## config.mk

```make
export PLATFORM = sky130hd
export DESIGN_NAME = anc_rst_sequencer
export DESIGN_NICKNAME = d
export VERILOG_FILES = /design/src/rtl/anc_rst_sequencer.sv
export SDC_FILE = /design/constraint.sdc
export NUM_CORES = 1
export LEC_CHECK = 0
export BUFFER_PORTS_ARGS = -buffer_cell sky130_fd_sc_hd__buf_2
export CORE_UTILIZATION = 50
export DETAILED_ROUTE_END_ITERATION = 12
export PLACE_DENSITY = 0.67
export SYNTH_ARGS = -nofsm -noshare
export SYNTH_HDL_FRONTEND = slang
export SYNTH_SLANG_ARGS = --single-unit
```

## constraint.sdc

```tcl
create_clock -name clk -period 2.6 [get_ports clk]
set_input_delay 0.65 -clock clk [delete_from_list [all_inputs] [get_ports clk]]
set_output_delay 0.65 -clock clk [all_outputs]
set_load 0.05 [all_outputs]
```

## src/rtl/anc_rst_sequencer.sv

```systemverilog
// Staged reset sequencer for the ANC datapath: releases the ADC front end, then the DSP,
// then enables the DAC output and produces a periodic sample strobe.
//
// state   | meaning
// HOLD    | everything held in reset, counting HOLD_CYC cycles
// ADC_UP  | ADC released, counting STAGE_GAP cycles before the DSP is released
// DSP_UP  | DSP released, counting STAGE_GAP cycles before output enable
// RUN     | sequence complete, sample_tick every DIV cycles
module anc_rst_sequencer #(
  parameter int unsigned HOLD_CYC  = 16,
  parameter int unsigned STAGE_GAP = 8,
  parameter int unsigned DIV       = 50,
  parameter int unsigned CNT_W     = 16
) (
  input  logic       clk,
  input  logic       rst,
  input  logic       soft_rst_req,
  output logic       adc_rst_n,
  output logic       dsp_rst_n,
  output logic       out_en,
  output logic       seq_done,
  output logic       sample_tick,
  output logic [1:0] state
);

  typedef enum logic [1:0] {
    S_HOLD   = 2'd0,
    S_ADC_UP = 2'd1,
    S_DSP_UP = 2'd2,
    S_RUN    = 2'd3
  } state_t;

  localparam logic [CNT_W-1:0] HOLD_LAST = CNT_W'(HOLD_CYC - 1);
  localparam logic [CNT_W-1:0] GAP_LAST  = CNT_W'(STAGE_GAP - 1);
  localparam logic [CNT_W-1:0] DIV_LAST  = CNT_W'(DIV - 1);
  localparam logic [CNT_W-1:0] CNT_ONE   = CNT_W'(1);

  state_t           st, st_nxt;
  logic [CNT_W-1:0] cnt, cnt_nxt;
  logic [CNT_W-1:0] div_cnt, div_cnt_nxt;
  logic             adc_nxt, dsp_nxt, oe_nxt, done_nxt, tick_nxt;

  // Board reset and soft restart clear exactly the same registers.
  always_ff @(posedge clk) begin
    if (!rst || soft_rst_req) begin
      st          <= S_HOLD;
      cnt         <= '0;
      div_cnt     <= '0;
      adc_rst_n   <= 1'b0;
      dsp_rst_n   <= 1'b0;
      out_en      <= 1'b0;
      seq_done    <= 1'b0;
      sample_tick <= 1'b0;
    end else begin
      st          <= st_nxt;
      cnt         <= cnt_nxt;
      div_cnt     <= div_cnt_nxt;
      adc_rst_n   <= adc_nxt;
      dsp_rst_n   <= dsp_nxt;
      out_en      <= oe_nxt;
      seq_done    <= done_nxt;
      sample_tick <= tick_nxt;
    end
  end

  always_comb begin
    st_nxt      = st;
    cnt_nxt     = cnt;
    div_cnt_nxt = div_cnt;
    adc_nxt     = adc_rst_n;
    dsp_nxt     = dsp_rst_n;
    oe_nxt      = out_en;
    done_nxt    = seq_done;
    tick_nxt    = 1'b0;
    case (st)
      S_HOLD: begin
        if (cnt == HOLD_LAST) begin
          st_nxt  = S_ADC_UP;
          cnt_nxt = '0;
          adc_nxt = 1'b1;
        end else begin
          cnt_nxt = cnt + CNT_ONE;
        end
      end
      S_ADC_UP: begin
        if (cnt == GAP_LAST) begin
          st_nxt  = S_DSP_UP;
          cnt_nxt = '0;
          dsp_nxt = 1'b1;
        end else begin
          cnt_nxt = cnt + CNT_ONE;
        end
      end
      S_DSP_UP: begin
        if (cnt == GAP_LAST) begin
          st_nxt      = S_RUN;
          cnt_nxt     = '0;
          div_cnt_nxt = '0;
          oe_nxt      = 1'b1;
          done_nxt    = 1'b1;
        end else begin
          cnt_nxt = cnt + CNT_ONE;
        end
      end
      S_RUN: begin
        if (div_cnt == DIV_LAST) begin
          div_cnt_nxt = '0;
          tick_nxt    = 1'b1;
        end else begin
          div_cnt_nxt = div_cnt + CNT_ONE;
        end
      end
      default: begin
        st_nxt  = S_HOLD;
        cnt_nxt = '0;
      end
    endcase
  end

  assign state = st;

endmodule

```

# Word-level counts from Yosys, hierarchy flattened
# Cells that the tools add are included.
[classes]
addsub = 2
mul = 0
div = 0
magnitude_cmp = 0
n_eq_ne = 9
n_shift = 0
mux = 11
bitwise = 1
n_reduce_logical = 13
[ops]
columns = ["cell", "count"]
rows = [
  ["16-bit two-way mux", 4],
  ["16-bit case mux with 2 select lines", 2],
  ["16-bit by 1-bit adder with 16-bit output, second input constant", 2],
  ["16-bit by 3-bit == test with 1-bit output, second input constant", 1],
  ["16-bit by 4-bit == test with 1-bit output, second input constant", 1],
  ["16-bit by 6-bit == test with 1-bit output, second input constant", 1],
  ["2-bit AND reduction", 4],
  ["2-bit two-way mux", 3],
  ["2-bit != test, second input constant", 3],
  ["2-bit case mux with 3 select lines", 1],
  ["2-bit == test, second input constant", 2],
  ["4-bit AND reduction", 1],
  ["2-bit nonzero test", 2],
  ["2-bit OR reduction", 2],
  ["3-bit nonzero test", 1],
  ["2-bit by 1-bit == test with 1-bit output, second input constant", 1],
  ["2-bit zero test", 1],
  ["1-bit zero test", 1],
  ["1-bit logical OR", 1],
  ["1-bit two-way mux", 1],
  ["1-bit inverter", 1],
]
[totals]
register_bits = 38
latch_bits = 0
ramBits = 0
romBits = 0
input_bits = 3
output_inout_bits = 7
word_cells = 43
n_memories = 0

# Longest topological paths before layout
# Gate-level depths: netlist of the first run.
[depth]
depth_word = 3
mapped_depth = 8
ltp_nobuf = 7

# Worst setup path before layout of the first run
# OpenSTA, ideal clock, no wires.
[synth_path]
kind = "register -> register"
startpoint = "register st[0], in the netlist state[0]"
endpoint = "register div_cnt[5]"
setup_time_ps = 119
arrival_time_ps = 2405
t_required_ps = 2481
slack_ps = 77
stages_incl_launch_ff = 9
n_path_buf = 1
synth_period_minus_slack_ps = 2523
path_cell_list = "dfxtp_1 -> inv_1 -> ha_1 -> nor4b_1 -> and4_1 -> buf_2 -> nor2_1 -> nor3b_1 -> o221a_2"
[synth_via]
elab_chain_cells = 3
word_cells_on_any_way = 6
cone_classes = "eq/ne: 3; mux: 1; reduce/logical: 2"
[synth_lines]
columns = ["item", "line", "rtl"]
rows = [
  ["start: declaration", "38", "state_t st, st_nxt;"],
  ["start signal: assignment", "55", "st <= st_nxt;"],
  ["2-bit == test", "75", "case (st)"],
  ["2-bit != test (no line) / 2-bit nonzero test (equally long branches)", "--", ""],
  ["2-bit AND reduction (no line)", "--", ""],
  ["end signal: assignment", "57", "div_cnt <= div_cnt_nxt;"],
  ["end: declaration", "40", "logic [CNT_W-1:0] div_cnt, div_cnt_nxt;"],
]
# Parallel ways exist; a longest one is shown, timed or not.
# A chain may end at the register's enable or synchronous reset.

# Final worst setup path of the first run
# Same ends and word-level chain as after synthesis.

==> flow_summary.yaml, run 1 <==
hold_path:
  hold_depth: 1
  min_from: "dsp_rst_n"
  hold_class: "reg -> reg"
  holdPathEnd: "dsp_rst_n"
setup_path:
  path_cells: "inv_1, ha_1, nor4b_1, and4_1, nor2_1, nor3b_1, o221a_2"
  endpoint_kind: "register"
  timing.rr.start: "state[0]"
  worstSetupPathType: "reg -> reg"
  r2r_slack_ns: 0.28
  max_stage_delay_ns: 0.61
  r2r-end: "div_cnt[5]"
  arrival_ns: 2.50
  startpoint_type: "register"
  crit_fanout: 10
  critPathSlowestCell: "nor2_1"
  rr_worst_depth: 7
  cp.required_ns: 2.78
timing:
  finalWorstPathRequiredPeriod_ns: 2.319
  fin_skew_ns: 0.007494
  fmax_ghz: 0.4312
  finalSetupViolCount: 0
  slew_headroom_pct: 47.59
  tightest_slew_ns: 0.7832
  rsz0062_at_grt: "no"
  drv_slew: 0
  finalHoldViolCount: 0
  timing.final.crit_share_pct: 89.19
  final.setup.tns_ns: 0
yosys:
  ys_ff_latch: 38
  ys_top_cells_by_area: "dfxtp_1, nor2_1, ha_1"
  synth_flop_cell: "dfxtp_1"
  synth_cell_types: 49
  synth_simple_gate_area_share_pct: 29.23
  synth_area_leader_cell: "dfxtp_1"
  synth_top_family_by_area: "simple AND/OR/NAND/NOR gates"
  synthArstFlopShare_pct: 0
  syn-cell-area_mm2: 0.002076
  synthAdderAreaFrac_pct: 5.425
  synth_compound_area_share_pct: 17.60
  netlist_top_cells_count: "dfxtp_1, nor2_1, nand3_1, nand2_1, o21ai_0"
  synth_most_common_cell: "dfxtp_1"
  muxShareOfSynthArea_pct: 0.4822
  avgSynthCellArea_um2: 8.577
  synth_edf_count: 0
  mappedNetlistNets: 254
  synth_top_area_share_pct: 36.65
  ys_seq_area_share_pct: 36.65
  synthXorXnorAreaFrac_pct: 6.329
  synth-warning-count: 0
  syn_inst: 242
pwr:
  power_density_mw_per_mm2: 455.4
  ir_drop_v: 0.0003494
  power_leakage_nw: 0.7702
detailed_routing:
  drt_wl_total_mm: 4.398
  vias_per_cell: 5.944
  drtAntennaViolNets: 0
  wl_per_cell_um: 14.47
  num_vias: 1807
  drc: 0
  firstDrtPassIters: 4
  drt_iter0_drc: 138
cells_and_area:
  multiInputGateArea_mm2: 0.001226
  seq_area_um2: 760.7
  areaGrowthSynthToFinish_pct: 8.921
  fill_cells: 384
  finish.instance_area_mm2: 0.002261
  layout-drive-gt1-share_pct: 12.60
  num_antenna_cells: 0
  final_nets: 265
place:
  gp_congestion: 0.8003
  placed_area_mm2: 0.002166
  io_buffers: 9
  dp_hpwl_mm: 3.044
clock_network:
  post_cts_buffers: 0
  post_cts_resized: 0
  cts_made_buffers: 5
  cts_hold_buf: 0
  clkLatencyLatePin_ns: 0.29
  htree_levels: 2
  clock_sinks: 38
  clk_pin_slew_worst_paths_ns: 0.07
  cts-root-buf: "clkbuf_8"
  ctsLongestPathBuffers: 2
  cts_tree: "built"
run:
  cap_violations: 0
global_routing:
  grt_pass1_wl_mm: 7.610
  grt_use_total_pct: 22.62
  grt_max_degree: 18
  antenna_found_initial: 0
  grt_pass1_vias: 1656
  grt_remaining_overflow: 0
die:
  die-height_um: 66.43
  start_util_pct: 51.89
  die_area_mm2: 0.004413
  fp.dieW_um: 66.43
  core_area_mm2: 0.004000
  fp-row-count: 23
  num_io_pins: 10
status:
  status: "completed"
-- flip-flops by register name (all words and copies together) (netlist names) --
register,flops
state,2
sample_tick,1
div_cnt,16
dsp_rst_n,1
cnt,16
seq_done,1
adc_rst_n,1
-- how the worst max path moves through the flow --
| stage | startpoint | endpoint | slack [ns] |
|---|---|---|---|
| floorplan | state[0] | div_cnt[5] | 0.08 |
| global placement | state[0] | div_cnt[5] | 0.35 |
| detailed placement | state[0] | div_cnt[5] | 0.27 |
| CTS | state[0] | div_cnt[5] | 0.27 |
| global route | state[0] | div_cnt[5] | 0.06 |
| finish | state[0] | div_cnt[5] | 0.28 |
-- per-layer routing --
layer	vias to the layer above	track usage (%)	part of all wire [%]
met2	35	37.12	47
met1	848	28.35	49
met3	6	5.517	3.0
met5	-	0	0
met4	0	8.511	0.91
li1	918	-	-
-- cells in the final DEF (no fill, tap or decap), types with 4 or more instances in the layout --
master / instances
dfxtp_1: 38
nor2_1: 32
nand3_1: 17
nand2_1: 11
o21ai_0: 10
nand4_1: 9
ha_1: 9
buf_2: 9
xor2_1: 8
a21oi_1: 8
inv_1: 7
xnor2_1: 7
nor4_1: 7
a31oi_1: 6
o22ai_1: 6
clkbuf_8: 6
buf_4: 6
nor3_1: 4
o41ai_1: 4
-- power breakdown --
| part | leakage [nW] | total, mW | switching (mW) | internal (mW) |
|---|---|---|---|---|
| clock | 0.0472 | 0.424 | 0.211 | 0.213 |
| combinational | 0.417 | 0.0218 | 0.0150 | 0.00677 |
| sequential | 0.306 | 0.584 | 0.00137 | 0.583 |
| total | 0.770 | 1.03 | 0.227 | 0.803 |
-- through the flow --
| step | utilization, % | hold slack, ns | instances | power (mW) | setup WS [ns] |
|---|---|---|---|---|---|
| 4_1_cts | 56.52 | 0.4771 | 304 | 1.050 | 0.2702 |
| 6_report | 56.52 | 0.4733 | 304 | 1.030 | 0.2811 |
| 5_1_grt | 56.52 | 0.4922 | 304 | 1.080 | 0.05867 |
| 3_3_place_gp | 54.14 | 0.4438 | 296 | 0.6196 | 0.3483 |
| 2_1_floorplan | - | 0.4532 | 242 | 0.6124 | 0.07653 |
| 3_5_place_dp | 54.14 | 0.4592 | 296 | 0.6197 | 0.2706 |
-- critical path: cells and delay by family, from the launching register on --
family                     cells  cell delay [ns]
and+or+nand+nor                4             1.13
DFF                            1             0.42
AOI/OAI and AO/OA              1             0.29
adders and majority gates      1             0.26
buffers and inverters          1             0.10
-- cell type report --
class                   count  area share (%)
multi-input cells         186           54.23
repair buffers             15           3.985
well taps                  50           2.767
inverters                   7           1.162
flip-flops and latches     38           33.65
clock inverters             2          0.5534
clock buffers               6           3.652
-- kinds of logic after synthesis --
logic type,count (synthesis)
AOI/OAI and AO/OA,49
xor gates and xnor gates,15
adders and majority gates,9
buffers and inverters,18
DFF,38
muxes,1
and+or+nand+nor,112
Power figures use the tool's default switching activity.
==> inputs of run 2 (changes only) <==
CORE_UTILIZATION = 60   (was 50)
PLACE_DENSITY = 0.78   (was 0.67)
==> flow_summary.yaml, run 2 (same netlist as run 1, synthesis figures left out) <==
status:
  status: "completed"
detailed_routing:
  num_vias: 1801
  drtAntennaViolNets: 0
  firstDrtPassIters: 4
  vias_per_cell: 6.023
  wl_per_cell_um: 13.88
  drt_iter0_drc: 143
  drc: 0
  drt_wl_total_mm: 4.149
place:
  io_buffers: 9
  dp_hpwl_mm: 2.972
  gp_congestion: 0.8376
  dp_slack_ns: 0.4442
  dp.cells: 291
global_routing:
  grt_max_degree: 17
  grt_remaining_overflow: 0
  antenna_found_initial: 0
  grt_pass1_vias: 1486
  grt_use_total_pct: 25.53
  grt_pass1_wl_mm: 6.941
die:
  die_area_mm2: 0.003699
  fp.dieW_um: 60.82
  num_io_pins: 10
  die-height_um: 60.82
  core_area_mm2: 0.003178
  start_util_pct: 65.31
  fp-row-count: 20
hold_path:
  hold_depth: 1
  min_from: "dsp_rst_n"
  hold_class: "reg -> reg"
setup_path:
  crit_fanout: 15
  rr_worst_depth: 7
  startpoint_type: "register"
  cp.required_ns: 2.87
  endpoint_kind: "register"
  crit_end: "div_cnt[15]"
  r2r_slack_ns: 0.39
  worstSetupPathType: "reg -> reg"
  crit_start: "state[0]"
  arrival_ns: 2.48
  r2r-end: "div_cnt[15]"
  timing.rr.start: "state[0]"
clock_network:
  cts_hold_buf: 0
  ctsLongestPathBuffers: 2
  cts_tree: "built"
  cts-root-buf: "clkbuf_4"
  htree_levels: 2
  clock_sinks: 38
  post_cts_buffers: 0
  cts_made_buffers: 5
  clk_pin_slew_worst_paths_ns: 0.11
  clkLatencyLatePin_ns: 0.35
  post_cts_resized: 0
cells_and_area:
  final_nets: 266
  areaGrowthSynthToFinish_pct: 7.414
  fin_util_pct: 70.16
  num_antenna_cells: 0
  layout_commonest_cell: "dfxtp_1"
  final_cell_mix: "dfxtp_1, nor2_1, nand3_1"
  final_cells: 299
  layout-drive-gt1-share_pct: 12.94
timing:
  fin_skew_ns: 0.005063
  final.setup.tns_ns: 0
  fmax_ghz: 0.4528
  finalSetupViolCount: 0
  finalWorstPathRequiredPeriod_ns: 2.209
  setup_slack_ns: 0.3913
  finalHoldViolCount: 0
  drv_slew: 0
  rsz0062_at_grt: "no"
  timing.final.crit_share_pct: 84.95
  tightest_slew_ns: 0.6289
  slew_headroom_pct: 58.07
run:
  cap_violations: 0
pwr:
  power_density_mw_per_mm2: 417.4
  power_leakage_nw: 0.7614
  ir_drop_v: 0.0003647
  finalPower_uw: 930.6
-- run 2: changes by cell type in the layout (fill, tap and decap cells not counted) --
cell / delta
clkbuf_8: -5
clkbuf_4: +5
buf_4: +1
-- run 2: worst min path at each step --
stage	to	slack, ns
after detailed placement	dsp_rst_n	0.45
after global routing	dsp_rst_n	0.50
after floorplan	div_cnt[15]	0.45
final	dsp_rst_n	0.48
after CTS	dsp_rst_n	0.48
after global placement	dsp_rst_n	0.45
-- run 2: per-stage QoR --
stage	hold WS [ns]	cell area (µm²)
after global routing	0.4967	2230
after floorplan	0.4532	2076
after CTS	0.4839	2230
final	0.4764	2230
after detailed placement	0.4547	2166
after global placement	0.4515	2166
-- run 2: worst max-delay path, cell delays in order, from the launching register on --
cell     delay [ns]
dfxtp_1        0.38
inv_1          0.12
ha_1           0.24
nor4b_1        0.33
nand4_1        0.17
a21o_2         0.33
or4_1          0.42
a21oi_1        0.14
-- run 2: where the power goes --
part	switching [mW]	internal (mW)	total [mW]
registers	0.00124	0.583	0.585
logic	0.0150	0.00681	0.0218
clock network	0.194	0.130	0.324
-- run 2: final cells by class --
type | instances | area [µm²]
tap | 44 | 55.05
sequential | 38 | 760.7
multi-input combinational | 186 | 1226
timing repair buffer | 16 | 97.59
inverter | 7 | 26.28
clock buffer | 6 | 51.30
clock inverter | 2 | 12.51
fill | 259 | 948.4
-- run 2: layer usage --
layer | up-vias | part of all wire, % | GRT usage [%]
met3 | 6 | 4.5 | 7.036
met1 | 839 | 52 | 37.96
met4 | 0 | 1.3 | 8.117
met2 | 39 | 42 | 35.48
met5 | - | 0 | 0
li1 | 917 | - | -
==> inputs of run 3 (changes only) <==
CORE_UTILIZATION = 54   (was 60)
PLACE_DENSITY = 0.74   (was 0.78)
clock period = 2 ns   (was 2.6 ns; I/O delays follow)
==> flow_summary.yaml, run 3 (same netlist as run 1, synthesis figures left out) <==
clock_network:
  htree_levels: 2
  cts-root-buf: "clkbuf_8"
  cts_tree: "built"
  ctsLongestPathBuffers: 2
  cts_hold_buf: 0
  clkLatencyLatePin_ns: 0.29
  clk_pin_slew_worst_paths_ns: 0.08
  clock_sinks: 38
  cts_made_buffers: 5
setup_path:
  cp.required_ns: 2.17
  arrival_ns: 2.16
  critical_path.top_delay_family: "compound AO/OA/AOI/OAI gates"
  rr_worst_depth: 6
  endpoint_kind: "register"
  crit_buf_inv: 1
  worstSetupPathType: "reg -> reg"
  timing.rr.start: "div_cnt[2]"
  r2r_slack_ns: 0.008
  r2r-end: "div_cnt[3]"
  startpoint_type: "register"
  max_stage_delay_ns: 0.57
  critPathSlowestCell: "or4_4"
  crit_fanout: 7
  path_cells: "or4_4, o41ai_4, buf_6, nor2b_1, o211ai_1, o41ai_2"
cells_and_area:
  num_antenna_cells: 0
  layout_commonest_cell: "buf_4"
  layout-drive-gt1-share_pct: 27.24
  finish.instance_area_mm2: 0.002623
  final_nets: 301
  final_cell_mix: "buf_4, dfxtp_1, nor2_1"
  areaGrowthSynthToFinish_pct: 26.34
  final_cells: 338
timing:
  finalSetupViolCount: 0
  rsz0062_at_grt: "yes"
  finalHoldViolCount: 0
  setup_slack_ns: 0.008089
  slew_headroom_pct: 72.07
  final.setup.tns_ns: 0
  timing.final.crit_share_pct: 99.60
  drv_slew: 0
  tightest_slew_ns: 0.4189
  finalWorstPathRequiredPeriod_ns: 1.992
  fin_skew_ns: 0.007978
  fmax_ghz: 0.5020
hold_path:
  hold_class: "reg -> reg"
  hold_depth: 1
  min_from: "dsp_rst_n"
  holdPathEnd: "dsp_rst_n"
die:
  die-height_um: 64
  num_io_pins: 10
  core_area_mm2: 0.003661
  die_area_mm2: 0.004096
  fp.dieW_um: 64
  fp-row-count: 22
  start_util_pct: 56.70
pwr:
  power_density_mw_per_mm2: 511.9
  internal_power_mw: 1.050
  p_switching_uw: 292.2
  power_leakage_nw: 0.9716
  swShare_pct: 21.77
  finalPower_mw: 1.342
  comb_power_share_pct: 2.6
  ir_drop_v: 0.0005158
  p_clk_share_pct: 41.0
  seq_power_share_pct: 56.4
global_routing:
  grt_pass1_vias: 1800
  grt_use_total_pct: 25.20
  grt_pass1_wl_mm: 8.045
  grt_remaining_overflow: 0
  grt_max_degree: 17
  antenna_found_initial: 0
detailed_routing:
  drt_iter0_drc: 166
  firstDrtPassIters: 4
  drtAntennaViolNets: 0
  drt_wl_total_mm: 5.110
  drc: 0
  wl_per_cell_um: 15.12
  num_vias: 1981
  vias_per_cell: 5.861
place:
  gp_congestion: 0.8702
  dp_hpwl_mm: 3.338
  placed_area_mm2: 0.002415
  io_buffers: 9
  dp_slack_ns: -0.08241
  dp.cells: 325
status:
  status: "completed"
run:
  cap_violations: 0
[run 3: metrics by stage]
step           utilization, %  hold slack (ns)
2_1_floorplan               -           0.4532
3_3_place_gp            65.96           0.4507
3_5_place_dp            65.96           0.4561
4_1_cts                 68.76           0.4763
5_1_grt                 71.63           0.4862
6_report                71.63           0.4682
[run 3: how the worst max path moves through the flow]
stage	startpoint	slack [ns]	end	cells past startpoint
floorplan	div_cnt[10]	0.002	div_cnt[1]	7
detailed placement	cnt[1]	-0.08	div_cnt[15]	6
finish	div_cnt[2]	0.008	div_cnt[3]	6
global route	cnt[13]	-0.03	div_cnt[15]	5
global placement	cnt[1]	0.06	div_cnt[15]	6
CTS	cnt[1]	0.03	div_cnt[15]	6
[run 3: layout make-up]
cell class                 count  area [µm²]
clock buffer                   8       90.09
fill                         287        1039
inverter                       7       26.28
multi-input combinational    187        1320
sequential                    38       769.5
tap                           48       60.06
timing repair buffer          50       356.6
[run 3: routing by layer]
| metal | up-vias | global-route usage (%) | part of all wire (%) |
|---|---|---|---|
| met4 | 0 | 6.534 | 1.1 |
| met3 | 9 | 5.357 | 6.6 |
| met2 | 70 | 38.83 | 46 |
| met1 | 917 | 35.48 | 46 |
| met5 | - | 0 | 0 |
| li1 | 985 | - | - |
[run 3: power groups by stage]
stage	combinational (mW)	sequential, mW	clock [mW]
after floorplan	0.0192	0.774	0
after global placement	0.0335	0.774	0
after detailed placement	0.0340	0.774	0
after CTS	0.0340	0.756	0.561
after global routing	0.0390	0.757	0.587
final	0.0353	0.757	0.550
[run 3: repair_timing]
item	in CTS	in global routing
endpoints found under the hold margin	0	0
endpoints found under the setup margin	7	12
resized for setup	2	15
gates cloned	0	2
buffers inserted	0	3
pin swaps	0	3
